==> config.mk <==
export PLATFORM = sky130hd
export DESIGN_NAME = xpar_bridge
export DESIGN_NICKNAME = d
export VERILOG_FILES = /design/src/rtl/xpar_pkg.sv /design/src/rtl/xpar_cnt.sv /design/src/rtl/xpar_bridge.sv
export SDC_FILE = /design/constraint.sdc
export NUM_CORES = 1
export LEC_CHECK = 0
export BUFFER_PORTS_ARGS = -buffer_cell sky130_fd_sc_hd__buf_2
export CORE_AREA = 2 2 80 98
export DETAILED_ROUTE_END_ITERATION = 10
export DIE_AREA = 0 0 82 100
export PLACE_DENSITY = 0.88
export SLEW_MARGIN = 20
export SYNTH_ARGS = -nofsm -noshare
export SYNTH_HDL_FRONTEND = slang
export SYNTH_SLANG_ARGS = --single-unit
==> constraint.sdc <==
create_clock -name clk -period 4 [get_ports clk]
set_clock_uncertainty 0.1 [all_clocks]
set_input_delay 0.8 -clock clk [delete_from_list [all_inputs] [get_ports clk]]
set_output_delay 0.8 -clock clk [all_outputs]
set_load 0.02 [all_outputs]
==> src/rtl/xpar_pkg.sv <==
`default_nettype none
// ---------------------------------------------------------------------------
// Module   : xpar_pkg
// Brief    : Shared types and elaboration helpers for the external bus bridge.
// Revision : 1.0
// ---------------------------------------------------------------------------
package xpar_pkg;

  typedef enum logic [1:0] {
    ST_IDLE   = 2'd0,
    ST_SETUP  = 2'd1,
    ST_STROBE = 2'd2,
    ST_HOLD   = 2'd3
  } state_t;

  // Never returns less than 1 so a counter always has at least one bit.
  function automatic int clog2(input int v);
    int r;
    r = 0;
    while ((1 << r) < v) r = r + 1;
    return (r == 0) ? 1 : r;
  endfunction

  function automatic bit params_ok(input int setup_cyc, input int strobe_min,
                                   input int hold_cyc, input int timeout);
    return (strobe_min >= 1) && (timeout >= strobe_min) &&
           (setup_cyc <= timeout) && (hold_cyc <= timeout);
  endfunction

endpackage
`default_nettype wire

==> src/rtl/xpar_cnt.sv <==
`default_nettype none
// ---------------------------------------------------------------------------
// Module   : xpar_cnt
// Brief    : Loadable/clearable up/down wait counter with terminal-count flag.
// Revision : 1.0
// ---------------------------------------------------------------------------
module xpar_cnt #(
  parameter int W = 4
) (
  input  logic         clk,
  input  logic         rst_n,
  input  logic         i_clr,
  input  logic         i_load,
  input  logic [W-1:0] i_load_val,
  input  logic         i_en,
  input  logic         i_down,
  input  logic [W-1:0] i_term,
  output logic [W-1:0] o_cnt,
  output logic         o_tc
);

  logic [W-1:0] r_cnt;

  always_ff @(posedge clk or negedge rst_n) begin
    if (!rst_n) begin
      r_cnt <= '0;
    end else if (i_clr) begin
      r_cnt <= '0;
    end else if (i_load) begin
      r_cnt <= i_load_val;
    end else if (i_en) begin
      r_cnt <= i_down ? (r_cnt - W'(1)) : (r_cnt + W'(1));
    end
  end

  assign o_cnt = r_cnt;
  assign o_tc  = (r_cnt == i_term);

endmodule
`default_nettype wire

==> src/rtl/xpar_bridge.sv <==
`default_nettype none
// ---------------------------------------------------------------------------
// Module   : xpar_bridge
// Brief    : External parallel-bus bridge with setup/strobe/hold wait states,
//            ack-extended strobes, timeout abort and fully registered outputs.
// Revision : 1.0
// ---------------------------------------------------------------------------
module xpar_bridge
  import xpar_pkg::*;
#(
  parameter int DATA_W     = 32,
  parameter int ADDR_W     = 10,
  parameter int SETUP_CYC  = 1,
  parameter int STROBE_MIN = 2,
  parameter int HOLD_CYC   = 1,
  parameter int TIMEOUT    = 64
) (
  input  logic              clk,
  input  logic              rst,
  input  logic              req_sel,
  input  logic              req_we,
  input  logic [ADDR_W-1:0] req_addr,
  input  logic [DATA_W-1:0] req_wdata,
  output logic [DATA_W-1:0] req_rdata,
  output logic              req_ready,
  output logic              req_err,
  output logic              busy,
  output logic [ADDR_W-1:0] par_addr,
  output logic [DATA_W-1:0] par_out,
  input  logic [DATA_W-1:0] par_in,
  output logic              par_re,
  output logic              par_we,
  input  logic              par_ack
);

  localparam int CNT_W = clog2(TIMEOUT + 1);

  generate
    if (!params_ok(SETUP_CYC, STROBE_MIN, HOLD_CYC, TIMEOUT)) begin : g_bad_params
      $error("xpar_bridge: illegal SETUP_CYC/STROBE_MIN/HOLD_CYC/TIMEOUT combination");
    end
  endgenerate

  state_t              r_state, w_next;
  logic                r_we, r_err_pend;
  logic [DATA_W-1:0]   r_rdata, r_out;
  logic [ADDR_W-1:0]   r_addr;
  logic                r_ready, r_err, r_busy, r_re, r_wes;
  logic [CNT_W-1:0]    w_cnt, w_term, w_n;
  logic                w_tc, w_cnt_clr, w_accept, w_ack_ok, w_timeout;
  logic                w_finish, w_we_nxt, w_err_final;

  xpar_cnt #(.W(CNT_W)) u_cnt (
    .clk        (clk),
    .rst_n      (rst),
    .i_clr      (w_cnt_clr),
    .i_load     (1'b0),
    .i_load_val ({CNT_W{1'b0}}),
    .i_en       (1'b1),
    .i_down     (1'b0),
    .i_term     (w_term),
    .o_cnt      (w_cnt),
    .o_tc       (w_tc)
  );

  // w_n is the 1-based strobe cycle number while in STROBE.
  assign w_n = w_cnt + CNT_W'(1);

  always_comb begin
    w_next    = r_state;
    w_term    = '0;
    w_accept  = 1'b0;
    w_ack_ok  = 1'b0;
    w_timeout = 1'b0;
    case (r_state)
      ST_IDLE: begin
        if (req_sel) begin
          w_accept = 1'b1;
          w_next   = (SETUP_CYC == 0) ? ST_STROBE : ST_SETUP;
        end
      end
      ST_SETUP: begin
        w_term = CNT_W'(SETUP_CYC - 1);
        if (w_tc) w_next = ST_STROBE;
      end
      ST_STROBE: begin
        w_term    = CNT_W'(TIMEOUT - 1);
        w_ack_ok  = par_ack && (w_n >= CNT_W'(STROBE_MIN));
        w_timeout = w_tc && !w_ack_ok;
        if (w_ack_ok || w_tc) w_next = (HOLD_CYC == 0) ? ST_IDLE : ST_HOLD;
      end
      ST_HOLD: begin
        w_term = CNT_W'(HOLD_CYC - 1);
        if (w_tc) w_next = ST_IDLE;
      end
      default: w_next = ST_IDLE;
    endcase
  end

  assign w_cnt_clr   = (w_next != r_state) || (r_state == ST_IDLE);
  assign w_finish    = (r_state != ST_IDLE) && (w_next == ST_IDLE);
  assign w_we_nxt    = w_accept ? req_we : r_we;
  // With HOLD_CYC=0 the timeout verdict comes straight from STROBE.
  assign w_err_final = (r_state == ST_STROBE) ? w_timeout : r_err_pend;

  always_ff @(posedge clk or negedge rst) begin
    if (!rst) begin
      r_state    <= ST_IDLE;
      r_we       <= 1'b0;
      r_err_pend <= 1'b0;
      r_addr     <= '0;
      r_out      <= '0;
      r_rdata    <= '0;
      r_re       <= 1'b0;
      r_wes      <= 1'b0;
      r_busy     <= 1'b0;
      r_ready    <= 1'b0;
      r_err      <= 1'b0;
    end else begin
      r_state <= w_next;
      if (w_accept) begin
        r_we   <= req_we;
        r_addr <= req_addr;
        if (req_we) r_out <= req_wdata;
      end
      r_re    <= (w_next == ST_STROBE) && !w_we_nxt;
      r_wes   <= (w_next == ST_STROBE) && w_we_nxt;
      r_busy  <= (w_next != ST_IDLE);
      r_ready <= w_finish;
      r_err   <= w_finish && w_err_final;
      if ((r_state == ST_STROBE) && (w_next != ST_STROBE)) r_err_pend <= w_timeout;
      if ((r_state == ST_STROBE) && !r_we) begin
        if (w_ack_ok)       r_rdata <= par_in;
        else if (w_timeout) r_rdata <= '0;
      end
    end
  end

  assign req_rdata = r_rdata;
  assign req_ready = r_ready;
  assign req_err   = r_err;
  assign busy      = r_busy;
  assign par_addr  = r_addr;
  assign par_out   = r_out;
  assign par_re    = r_re;
  assign par_we    = r_wes;

endmodule
`default_nettype wire

---- Word-level counts from Yosys, hierarchy flattened ----
Cells that the tools add are included.
storage, ports and cells
  register bits after elaboration ......... 90
  input port bits ......................... 79
  output and inout port bits .............. 79
  word-level logic and storage cells ...... 56
operators by class
  $add $sub $neg .......................... 1
  order comparisons ....................... 1
  equal/unequal tests ..................... 7
  multiplexer cells ....................... 15
  reductions and logical operators ........ 20
operator list
  cell                 count
  $mux 32              2
  $logic_and 1x1->1    8
  $mux 2               4
  $pmux 2 s4           1
  $add 7x1->7 const B  1
  $eq 7x6->1           1
  $ge 7x2->1 const B   1
  $mux 7               1
  $eq 2x2->1 const B   3
  $mux 1               6
  $mux 6               1
  $reduce_bool 2->1    3
  $logic_not 2->1      2
  $reduce_and 2->1     2
  $logic_not 1->1      3
  $eq 2x1->1 const B   1
  $logic_or 1x1->1     2
  $ne 2x2->1           1
  $ne 2x2->1 const B   1

---- Longest topological paths before layout ----
  word-level depth ........................ 9
  depth in mapped cells ................... 8
  mapped depth without buffers ............ 7

---- Modules after synthesis ----
From an unflattened synthesis, not the netlist that was laid out.
unflattened totals
  cell total of the unflattened synthesis .. 355
  area total of the unflattened synthesis .. 4197.8 µm²
modules (own cells, without submodules)
  module       instances  cells each  area an instance (µm²)  seq. area each (µm²)
  xpar_bridge  1          276         3494.6                  2077.0
  xpar_cnt     1          79          703.2                   175.2

---- Worst setup path after synthesis ----
No wires, ideal clock.
  kind .................................... reg-to-reg
  from .................................... register u_cnt.r_cnt[0], in the netlist u_cnt.o_cnt[0]
  to ...................................... register r_rdata[10], in the netlist req_rdata[10]
  setup time .............................. 0.121 ns
  arrival time ............................ 1.910 ns
  data required time ...................... 3.779 ns
  setup slack ............................. 1.869 ns
  cell stages (with the launch flop) ...... 8
  path buffers ............................ 1
  period minus slack after synthesis ...... 2.131 ns
  path through ............................ dfrtp_1 -> ha_1 -> nand3_1 -> xnor2_1 -> nor4_4 -> a21oi_1 -> buf_2 -> a22o_1
on the way
  cells in the longest elaborated chain, start to end .. 8
  elaborated cells on any way between the ends .. 11
  classes of those cells .................. 1 x add/sub; 1 x order compare; 1 x eq/ne; 3 x mux; 5 x reduce/logical
ends and longest elaborated chain
  what                                RTL line            text
  from (decl)                         xpar_cnt.sv:22      logic [W-1:0] r_cnt;
  from (signal assigned)              xpar_cnt.sv:30      r_cnt <= i_load_val;
  from (signal assigned)              xpar_cnt.sv:32      r_cnt <= i_down ? (r_cnt - W'(1)) : (r_cnt + W'(1));
  $add 7x1->7                         xpar_bridge.sv:67   assign w_n = w_cnt + CNT_W'(1);
  $ge 7x2->1                          xpar_bridge.sv:88   w_ack_ok = par_ack && (w_n >= CNT_W'(STROBE_MIN));
  $logic_and 1x1->1                   xpar_bridge.sv:88
  $logic_not 1->1                     xpar_bridge.sv:89   w_timeout = w_tc && !w_ack_ok;
  $logic_and 1x1->1                   xpar_bridge.sv:89
  $mux 1                              xpar_bridge.sv:75   case (r_state)
  $reduce_bool 2->1 (no source line)  --
  $reduce_and 2->1 (no source line)   --
  to (signal assigned)                xpar_bridge.sv:133  if (w_ack_ok) r_rdata <= par_in;
  to (decl)                           xpar_bridge.sv:46   logic [DATA_W-1:0] r_rdata, r_out;
Parallel ways exist; a longest one is shown, timed or not.
A chain may end at the register's enable or synchronous reset.

---- Final worst setup path ----
  from .................................... register u_cnt.r_cnt[0], in the netlist u_cnt.o_cnt[0]
  to ...................................... register r_rdata[14], in the netlist req_rdata[14]
The elaborated chain is that of the path after synthesis.

==> impl_metrics.tcl <==
set metrics [dict create \
    status "finished, final reports clean" \
    die_x_um 82 \
    cp_max_fo 32 \
    drive_gt1_frac 0.556 \
    cts.path.max_buffers 2 \
    initial_core_util 0.481 \
    fin_crit_sh 0.676 \
    ys_seq_area_frac 0.637 \
    cts_hold_buf 0 \
    utilization 0.627 \
    gp_congestion 1.03 \
    final_cells 500 \
    n_fill_cell 583 \
    dieArea_um2 8200 \
    finalMaxSlewViolations 0 \
    yosysUniqueCellTypes 40 \
    rsz0062_at_grt "false" \
    grt_pass1_vias 2532 \
    numPortBuffers 157 \
    relSlewSlack 0.474 \
    core_area_um2 7360 \
    cts.sinks 90 \
    clk_latency_ns 0.35 \
    rows 35 \
    grt_use_total 0.194 \
    cts_tree "built" \
    routed_wl_um 7920 \
    grt_max_degree 91 \
    grt_pass1_wl_um 12100 \
    worst_slack_ns 1.30 \
    antenna_found_initial 0 \
    netlist_instances 245 \
    dpl.cell_count 484 \
    post_drt_wl_per_cell_um 15.8 \
    endpoint_kind "flip-flop" \
    tightest_slew_ns 0.779 \
    area_growth_pct 30.3 \
    finalHoldViolations 0 \
    postCtsSetupBuffers 0 \
    max_cap_viol_count 0 \
    crit_buf_inv 0 \
    diodes 0 \
    cts_buffers 9 \
    crit_arrival_ns 2.89 \
    critical-path-top-delay-family "compound AO/OA/AOI/OAI gates" \
    peakVddDrop_mv 0.279 \
    drc 0 \
    max_freq_ghz 0.370 \
    dp_hpwl_um 5680 \
    crit_type "reg -> reg" \
    syn_nets 326 \
    gr-total-overflow 0 \
    io-pin-count 158 \
    async_flop_share 1.00 \
    vias 2662 \
    postRouteAntennaNets 0 \
    cellPowerDensity_nw_per_um2 366 \
    path_cells "ha_1 -> nand3_1 -> xnor2_1 -> nor4_4 -> o221a_2 -> a22o_1" \
    firstDrtPassIters 5 \
    clk_pin_slew_ns 0.09 \
    max_stage_delay_ns 0.71 \
    cts_root_buf "clkbuf_8" \
    finalSetupViolations 0 \
    netlist_area_um2 3540 \
    cp.required_ns 4.18 \
    dp_slack_ns 1.33 \
    fin_crit_ns 2.70 \
    synth-main-ff-cell "dfrtp_1" \
    cts_resized 0 \
    ys_ff_latch 90 \
    setup_tns_ns 0 \
    start_kind "flip-flop" \
    die_h_um 100 \
    via_per_inst 5.32 \
    first_iter_violations 125 \
    holdCritPathClass "in -> async" \
    syn_avg_cell_area_um2 14.4 \
    cts_max_level 3 \
    synth_edf_count 0 \
    p_leak_nw 2.52 \
    critical-path-slowest-cell "o221a_2" \
    ys_warn_count 0 \
    fin_nets 484 \
]
==> worst paths after layout <==
| check | start | to | slack, ns | depth (start not counted) |
|---|---|---|---|---|
| setup reg to reg | u_cnt.o_cnt[0] | req_rdata[14] | 1.30 | 6 |
| hold reg to reg | req_rdata[17] | req_rdata[17] | 0.40 | 1 |
| setup / recovery | u_cnt.o_cnt[0] | req_rdata[14] | 1.30 | 6 |
| hold / removal | rst | par_out[19] | 0.39 | 1 |
| max in group asynchronous | rst | u_cnt.o_cnt[0] | 2.87 | 1 |
| min in group clk | req_rdata[17] | req_rdata[17] | 0.40 | 1 |
==> layout make-up <==
type	instances	area [um^2]	share of cell area
multi-input combinational	138	1200	0.261
clock buffer	10	138	0.0299
timing repair buffer	160	815	0.177
inverter	4	15.0	0.00326
tap	92	115	0.0250
clock inverter	6	70.1	0.0152
sequential	90	2250	0.489
==> per-stage QoR <==
stage	total power, W	area [um^2]	hold slack, ns
after floorplan	0.000993	3540	0.383
after global placement	0.00107	4400	0.377
after detailed placement	0.00107	4400	0.376
after CTS	0.00171	4610	0.402
after global routing	0.00177	4610	0.415
final	0.00169	4610	0.386
==> report_power, final <==
part	switching, W	internal [W]	total, W	leakage, nW
sequential	0.00000869	0.000927	0.000936	1.19
clock	0.000326	0.000313	0.000638	0.108
combinational	0.0000628	0.0000525	0.000115	1.22
==> cells in the final DEF (no fill, tap or decap), types with 2 or more instances in the layout <==
cell / Yosys / layout
buf_2: 7 / 156
dfrtp_1: 90 / 90
mux2_2: 42 / 42
a22o_1: 32 / 32
clkbuf_8: 0 / 10
nand2_1: 7 / 7
nor2_1: 6 / 6
nand3_1: 5 / 5
inv_1: 4 / 4
and3_1: 4 / 4
xnor2_1: 4 / 4
nor3b_1: 4 / 4
inv_6: 0 / 3
buf_4: 3 / 3
and4_1: 2 / 2
a21oi_1: 3 / 2
o21a_1: 2 / 2
nand3b_1: 2 / 2
or4_4: 2 / 2
a21oi_2: 1 / 2
ha_1: 2 / 2
==> cells by family after synthesis <==
kind of cell | share of synthesized area
compound gates | 0.117
xor+xnor | 0.00990
fa+ha+maj | 0.00707
buf+inv | 0.0237
flops | 0.637
mux | 0.134
simple gates | 0.0718
==> registers in the layout, indices dropped and copies added, names as in the netlist <==
signal	flops
par_out	32
r_state	2
par_addr	10
req_rdata	32
busy	1
req_ready	1
r_err_pend	1
req_err	1
r_we	1
u_cnt.o_cnt	7
par_re	1
par_we	1
==> metal layers <==
layer | vias to the layer above | global-route usage | share of wire
met2 | 107 | 0.316 | 0.52
li1 | 1218 | - | -
met5 | - | 0 | 0
met1 | 1325 | 0.239 | 0.40
met3 | 12 | 0.0603 | 0.071
met4 | 0 | 0.0718 | 0.016
==> worst reg2reg max path, stage by stage (launching register included) <==
cell and delay (ns):
dfrtp_1 0.52, ha_1 0.30, nand3_1 0.12, xnor2_1 0.20, nor4_4 0.45, o221a_2 0.71, a22o_1 0.25
==> cells in the mapped netlist, drive strengths merged, types with 2 or more instances <==
| cell type | instances | share of area |
|---|---|---|
| a22o | 32 | 0.079 |
| a21oi | 4 | 0.0067 |
| nor3b | 5 | 0.012 |
| nor4 | 2 | 0.0078 |
| o21a | 2 | 0.0042 |
| xnor2 | 4 | 0.0099 |
| o21ai | 2 | 0.0028 |
| and4 | 2 | 0.0050 |
| nand3 | 5 | 0.0071 |
| ha | 2 | 0.0071 |
| dfrtp | 90 | 0.64 |
| and3 | 4 | 0.0071 |
| buf | 10 | 0.016 |
| inv | 4 | 0.0042 |
| or4 | 2 | 0.0064 |
| clkbuf | 3 | 0.0032 |
| mux2 | 42 | 0.13 |
| nand2 | 7 | 0.0074 |
| nor2 | 6 | 0.0064 |
| nand3b | 2 | 0.0042 |
(Power assumes the default switching activity.)
